**src/rtl/conv_pipe_block.sv**
```systemverilog
// conv_pipe_block: three-stage KxK convolution of an unsigned pixel window
// against a signed fixed-point kernel held in registers.
//   S1: per-tap products, S2: lossless sum, S3: round/shift and output mapping.
// Optional build macro CONV_ROUND_EN adds a half-LSB offset before the final
// shift (round half up); without it the shift is a plain floor.
module conv_pipe_block #(
  parameter int NBIT        = 8,
  parameter int KERNEL_SIZE = 3,
  parameter int KBIT        = 12,
  parameter int FRAC_BITS   = 10,
  parameter int OBIT        = 8,
  parameter int MODE        = 0
) (
  input  logic                                             i_clk,
  input  logic                                             i_rst_n,
  input  logic                                             i_en,
  input  logic [KERNEL_SIZE-1:0][KERNEL_SIZE-1:0][NBIT-1:0] i_data,
  input  logic                                             i_data_valid,
  input  logic [KERNEL_SIZE-1:0][KERNEL_SIZE-1:0][KBIT-1:0] i_kernel,
  input  logic                                             i_kernel_valid,
  output logic [OBIT-1:0]                                  o_pixel,
  output logic                                             o_valid,
  output logic                                             o_sat
);

  localparam int NTAP  = KERNEL_SIZE * KERNEL_SIZE;
  localparam int PW    = NBIT + KBIT + 1;
  localparam int ACC_W = PW + $clog2(NTAP);

  localparam logic signed [ACC_W-1:0] MAX_S = ACC_W'((2 ** OBIT) - 1);
  localparam logic        [ACC_W-1:0] MAX_U = ACC_W'((2 ** OBIT) - 1);

`ifdef CONV_ROUND_EN
  localparam logic signed [ACC_W-1:0] ROUND_OFS = ACC_W'(2 ** (FRAC_BITS - 1));
`else
  localparam logic signed [ACC_W-1:0] ROUND_OFS = '0;
`endif

  logic signed [KBIT-1:0]  kern_q [NTAP];
  logic signed [PW-1:0]    prod_d [NTAP];
  logic signed [PW-1:0]    prod_q [NTAP];
  logic                    s1_valid;
  logic                    s2_valid;
  logic signed [ACC_W-1:0] sum_d;
  logic signed [ACC_W-1:0] sum_q;
  logic signed [ACC_W-1:0] shifted;
  logic        [ACC_W-1:0] mag;
  logic        [OBIT-1:0]  pix_d;
  logic                    sat_d;

  // Active kernel: loads on any strobe, regardless of the pipeline enable.
  always_ff @(posedge i_clk or negedge i_rst_n) begin
    if (!i_rst_n) begin
      for (int i = 0; i < NTAP; i++) kern_q[i] <= '0;
    end else if (i_kernel_valid) begin
      for (int r = 0; r < KERNEL_SIZE; r++)
        for (int c = 0; c < KERNEL_SIZE; c++)
          kern_q[r*KERNEL_SIZE+c] <= $signed(i_kernel[r][c]);
    end
  end

  // Per-tap products; pixels are zero-extended so they stay non-negative.
  always_comb begin
    for (int r = 0; r < KERNEL_SIZE; r++)
      for (int c = 0; c < KERNEL_SIZE; c++)
        prod_d[r*KERNEL_SIZE+c] = PW'($signed({1'b0, i_data[r][c]}))
                                * PW'(kern_q[r*KERNEL_SIZE+c]);
  end

  // Sum of all products, wide enough that no tap combination can overflow.
  always_comb begin
    sum_d = '0;
    for (int i = 0; i < NTAP; i++) sum_d = sum_d + ACC_W'(prod_q[i]);
  end

  // Final scaling and mapping to the unsigned output range.
  always_comb begin
    shifted = (sum_q + ROUND_OFS) >>> FRAC_BITS;
    mag     = '0;
    pix_d   = '0;
    sat_d   = 1'b0;
    if (MODE == 0) begin
      if (shifted < 0) begin
        pix_d = '0;
        sat_d = 1'b1;
      end else if (shifted > MAX_S) begin
        pix_d = '1;
        sat_d = 1'b1;
      end else begin
        pix_d = shifted[OBIT-1:0];
      end
    end else begin
      mag = shifted[ACC_W-1] ? -shifted : shifted;
      if (mag > MAX_U) begin
        pix_d = '1;
        sat_d = 1'b1;
      end else begin
        pix_d = mag[OBIT-1:0];
      end
    end
  end

  // Stage valids and outputs; empty slots leave the outputs untouched.
  always_ff @(posedge i_clk or negedge i_rst_n) begin
    if (!i_rst_n) begin
      s1_valid <= 1'b0;
      s2_valid <= 1'b0;
      o_valid  <= 1'b0;
      o_pixel  <= '0;
      o_sat    <= 1'b0;
    end else if (i_en) begin
      s1_valid <= i_data_valid;
      s2_valid <= s1_valid;
      o_valid  <= s2_valid;
      if (s2_valid) begin
        o_pixel <= pix_d;
        o_sat   <= sat_d;
      end
    end
  end

  // Datapath registers carry no reset; their contents only matter behind a valid.
  always_ff @(posedge i_clk) begin
    if (i_en) begin
      if (i_data_valid) prod_q <= prod_d;
      if (s1_valid) sum_q <= sum_d;
    end
  end

endmodule

```
**config.mk**
```make
export PLATFORM = sky130hd
export DESIGN_NAME = conv_pipe_block
export DESIGN_NICKNAME = d
export VERILOG_FILES = /design/src/rtl/conv_pipe_block.sv
export SDC_FILE = /design/constraint.sdc
export NUM_CORES = 2
export LEC_CHECK = 0
export BUFFER_PORTS_ARGS = -buffer_cell sky130_fd_sc_hd__buf_2
export CAP_MARGIN = 15
export CORE_ASPECT_RATIO = 0.7
export CORE_MARGIN = 1
export CORE_UTILIZATION = 35
export DETAILED_ROUTE_END_ITERATION = 10
export GPL_TIMING_DRIVEN = 0
export HOLD_SLACK_MARGIN = 0.1
export SLEW_MARGIN = 25
export SYNTH_ARGS = -nofsm -noshare
export SYNTH_HDL_FRONTEND = slang
export SYNTH_SLANG_ARGS = --single-unit
```
**constraint.sdc**
```tcl
create_clock -name i_clk -period 6.4 [get_ports i_clk]
set_input_delay 0.64 -clock i_clk [delete_from_list [all_inputs] [get_ports i_clk]]
set_output_delay 0.64 -clock i_clk [all_outputs]
set_load 0.02 [all_outputs]
```
==> run_results.csv <==
group,metric,value,unit
global_route,grt_use_total,0.176,
sta,maxSlewViolCount,0,
worst_setup_path,path_common_cell,"fa_1",
final_layout,drive_above_1_share,0.0774,
clock_network,root_buffer,"clkbuf_16",
placement,hpwl,99000,µm
yosys,ys.flop_type,"edfxtp_1",
yosys,syn_nets,6228,
sta,skew,44.2,ps
die,start_util,0.354,
worst_setup_path,crit_start,"i_data[65]",
sta,tightest_slew,1060,ps
final_layout,nets,6470,
die,die_area,137000,µm²
clock_network,insertion_delay,620,ps
min_path,hp-start,"i_kernel[78]",
die,dieWidth,442,µm
worst_setup_path,crit_type,"in -> reg",
route,drtIter0Drc,1754,
worst_setup_path,slowest_stage,"fa_1",
sta,max_freq,0.183,GHz
route,first_pass_iters,5,
yosys,ys_ff_latch,324,
worst_setup_path,max_stage_delay,540,ps
sta,relSlewSlack,0.290,
placement,gp_congestion,0.874,
job,drv_cap,0,
worst_setup_path,worstSetupStartpointType,"input pin",
worst_setup_path,crit_fanout,10,
die,die_y,310,µm
placement,placed_cell_area,50700,µm²
die,core,134000,µm²
min_path,hp-class,"in -> reg",
worst_setup_path,critPathRequiredTime,6660,ps
final_layout,fillers,13300,
sta,fin_crit_sh,0.852,
clock_network,cts.sink_count,324,
clock_network,cts_hold_buf,1,
clock_network,cts_resized,0,
die,row_count,112,
outcome,status,"finished clean",
yosys,synth_warnings,0,
global_route,grt_antenna_before_repair,10,
sta,hold_viol,0,
route,routed_via_density,4.56,
route,ant_nets,0,
worst_setup_path,end_kind,"flip-flop",
clock_network,cts_setup_buffers,0,
sta,whs,254,ps
clock_network,tritoncts,"done",
global_route,grt_overflow,0,
route,drc,0,
final_layout,utilization,0.389,
final_layout,final_area,52100,µm²
final_layout,syn_to_final_growth,9.95,%
route,num_vias,31200,
clock_network,path_clk_slew,80,ps
yosys,avgSynthCellArea,9.88,µm²
yosys,postSynthCellCount,4792,
clock_network,cts_inserted_buffers,40,
sta,setup_viol,0,
route,routedWlPerCell,16.9,µm
clock_network,cts_max_level,2,
yosys,synth-seq-area-share,0.193,
yosys,synth-edff-count,204,
sta,rsz0062_at_grt,"false",
clock_network,cts_buffer_depth,3,
worst_setup_path,cp_cell_sequence,"buf_2 > clkbuf_1 > nand2_1 > fa_1 > inv_1 > fa_1 > inv_1 > fa_1 > fa_1 > inv_1 > ha_1 > o21ai_0 > o21a_1 > o21ai_0 > a221oi_1 > o21a_1 > o21bai_1 > mux2i_1 > o2111ai_1",
placement,port_buffers,193,
die,ios,195,
worst_setup_path,reg2reg_from,"kern_q[9]",
worst_setup_path,arrival,5710,ps
global_route,grt_max_degree,62,
sta,period_minus_slack,5460,ps
global_route,grt_pass1_vias,33100,
yosys,synth.cell_area,47400,µm²
global_route,grt_pass1_wl,187000,µm
yosys,ys_async_sr_fraction,0.370,
yosys,synth.distinct_cells,68,
route,wl,115000,µm
==> per-layer routing <==
layer	vias up	GRT usage	part of all wire	routed length, µm
met5	-	0.00483	0.0010	120
met4	6	0.0372	0.019	2210
met3	100	0.0287	0.060	6910
met2	706	0.261	0.42	48800
met1	15600	0.266	0.50	57300
li1	14800	-	-	-
==> final timing paths <==
path,slack (ps),to,depth (start not counted)
min in group asynchronous,560,kern_q[54],2
hold reg to reg,480,o_sat,2
hold / removal,250,kern_q[30],2
max in group asynchronous,5070,kern_q[37],3
setup / recovery,940,prod_q[17],19
setup reg to reg,970,prod_q[17],17
==> synth_stat cells, types with 3 or more instances <==
cell          n  area, µm²
o21ai_0      57        285
o31a_1        6       52.6
o21a_1       21        158
nor2b_1      18        113
mux2i_1       3       30.0
a221oi_1      3       26.3
xor2_1       45        394
nand2b_1     21        131
clkbuf_1    112        420
xnor2_1     128       1120
nor2_1       86        323
nor3b_1       3       22.5
nand2_1     441       1660
a211o_1       3       26.3
o211ai_1      7       52.6
inv_1      1352       5070
o21ai_1       7       35.0
nand4_1       5       31.3
a21boi_0      3       22.5
o2111ai_1     6       52.6
and2_1      484       3030
a31oi_1      12       75.1
and3_1       10       62.6
a211oi_1      7       52.6
a21o_1       48        360
nor3_1       13       65.1
fa_1        851      17000
dfrtp_1     120       3000
mux2_2      110       1240
o31ai_1      12       90.1
o21bai_1      7       52.6
nand3_1      14       70.1
a21oi_1     122        611
edfxtp_1    204       6130
ha_1        400       5000
nand3b_1      5       37.5
and4_1        3       26.3
==> state kept, by name, summed over array words and instances (netlist names) <==
| signal | count |
|---|---|
| prod_q | 189 |
| kern_q | 108 |
| sum_q | 15 |
| o_pixel | 8 |
| o_sat | 1 |
| o_valid | 1 |
| s1_valid | 1 |
| s2_valid | 1 |
==> cell usage in the layout, fill, tap and decap left out, drive strengths merged, types with 7 or more instances in the layout <==
master,count
inv,1360
fa,851
and2,484
nand2,441
ha,400
edfxtp,204
buf,201
clkbuf,159
xnor2,128
a21oi,124
dfrtp,120
mux2,110
nor2,86
o21ai,64
a21o,48
xor2,45
nand2b,21
o21a,21
nor2b,19
nand3,14
clkinv,14
nor3,13
o31ai,13
a31oi,12
and3,10
o211ai,7
a211oi,7
o21bai,7
==> critical path: cells and delay by family <==
family	cells	cell delay (ps)
AOI/OAI and AO/OA	7	1560
adders and majority gates	5	2380
buffers and inverters	5	740
muxes	1	230
and+or+nand+nor	1	160
==> per-stage QoR <==
stage	worst slack [ps]	instances	setup TNS, ps
after global placement	-1220	6752	-228640
after detailed placement	472	6758	0
after global routing	637	6834	0
after floorplan	896	4792	0
final	945	6837	0
after CTS	987	6833	0
==> area by class of cell <==
cell class / instances / area [µm²] / share of cell area
tap: 1767 / 2210 / 0.0425
clock inverter: 27 / 277 / 0.00531
timing repair buffer: 200 / 1130 / 0.0217
buffer: 114 / 432 / 0.00829
inverter: 1352 / 5070 / 0.0975
sequential: 324 / 9130 / 0.175
clock buffer: 47 / 1080 / 0.0207
multi-input combinational: 3002 / 32700 / 0.629
antenna: 4 / 10.0 / 0.000192
==> cell families after synthesis <==
group / share of synthesized area
adders and majority gates: 0.465
AOI/OAI and AO/OA: 0.0464
muxes: 0.0268
DFF: 0.193
buffers and inverters: 0.116
and+or+nand+nor: 0.120
xor gates and xnor gates: 0.0320
Power is left out: the tool's default activity adds up to more than one toggle a clock period on the data nets, which glitch-free logic cannot reach.
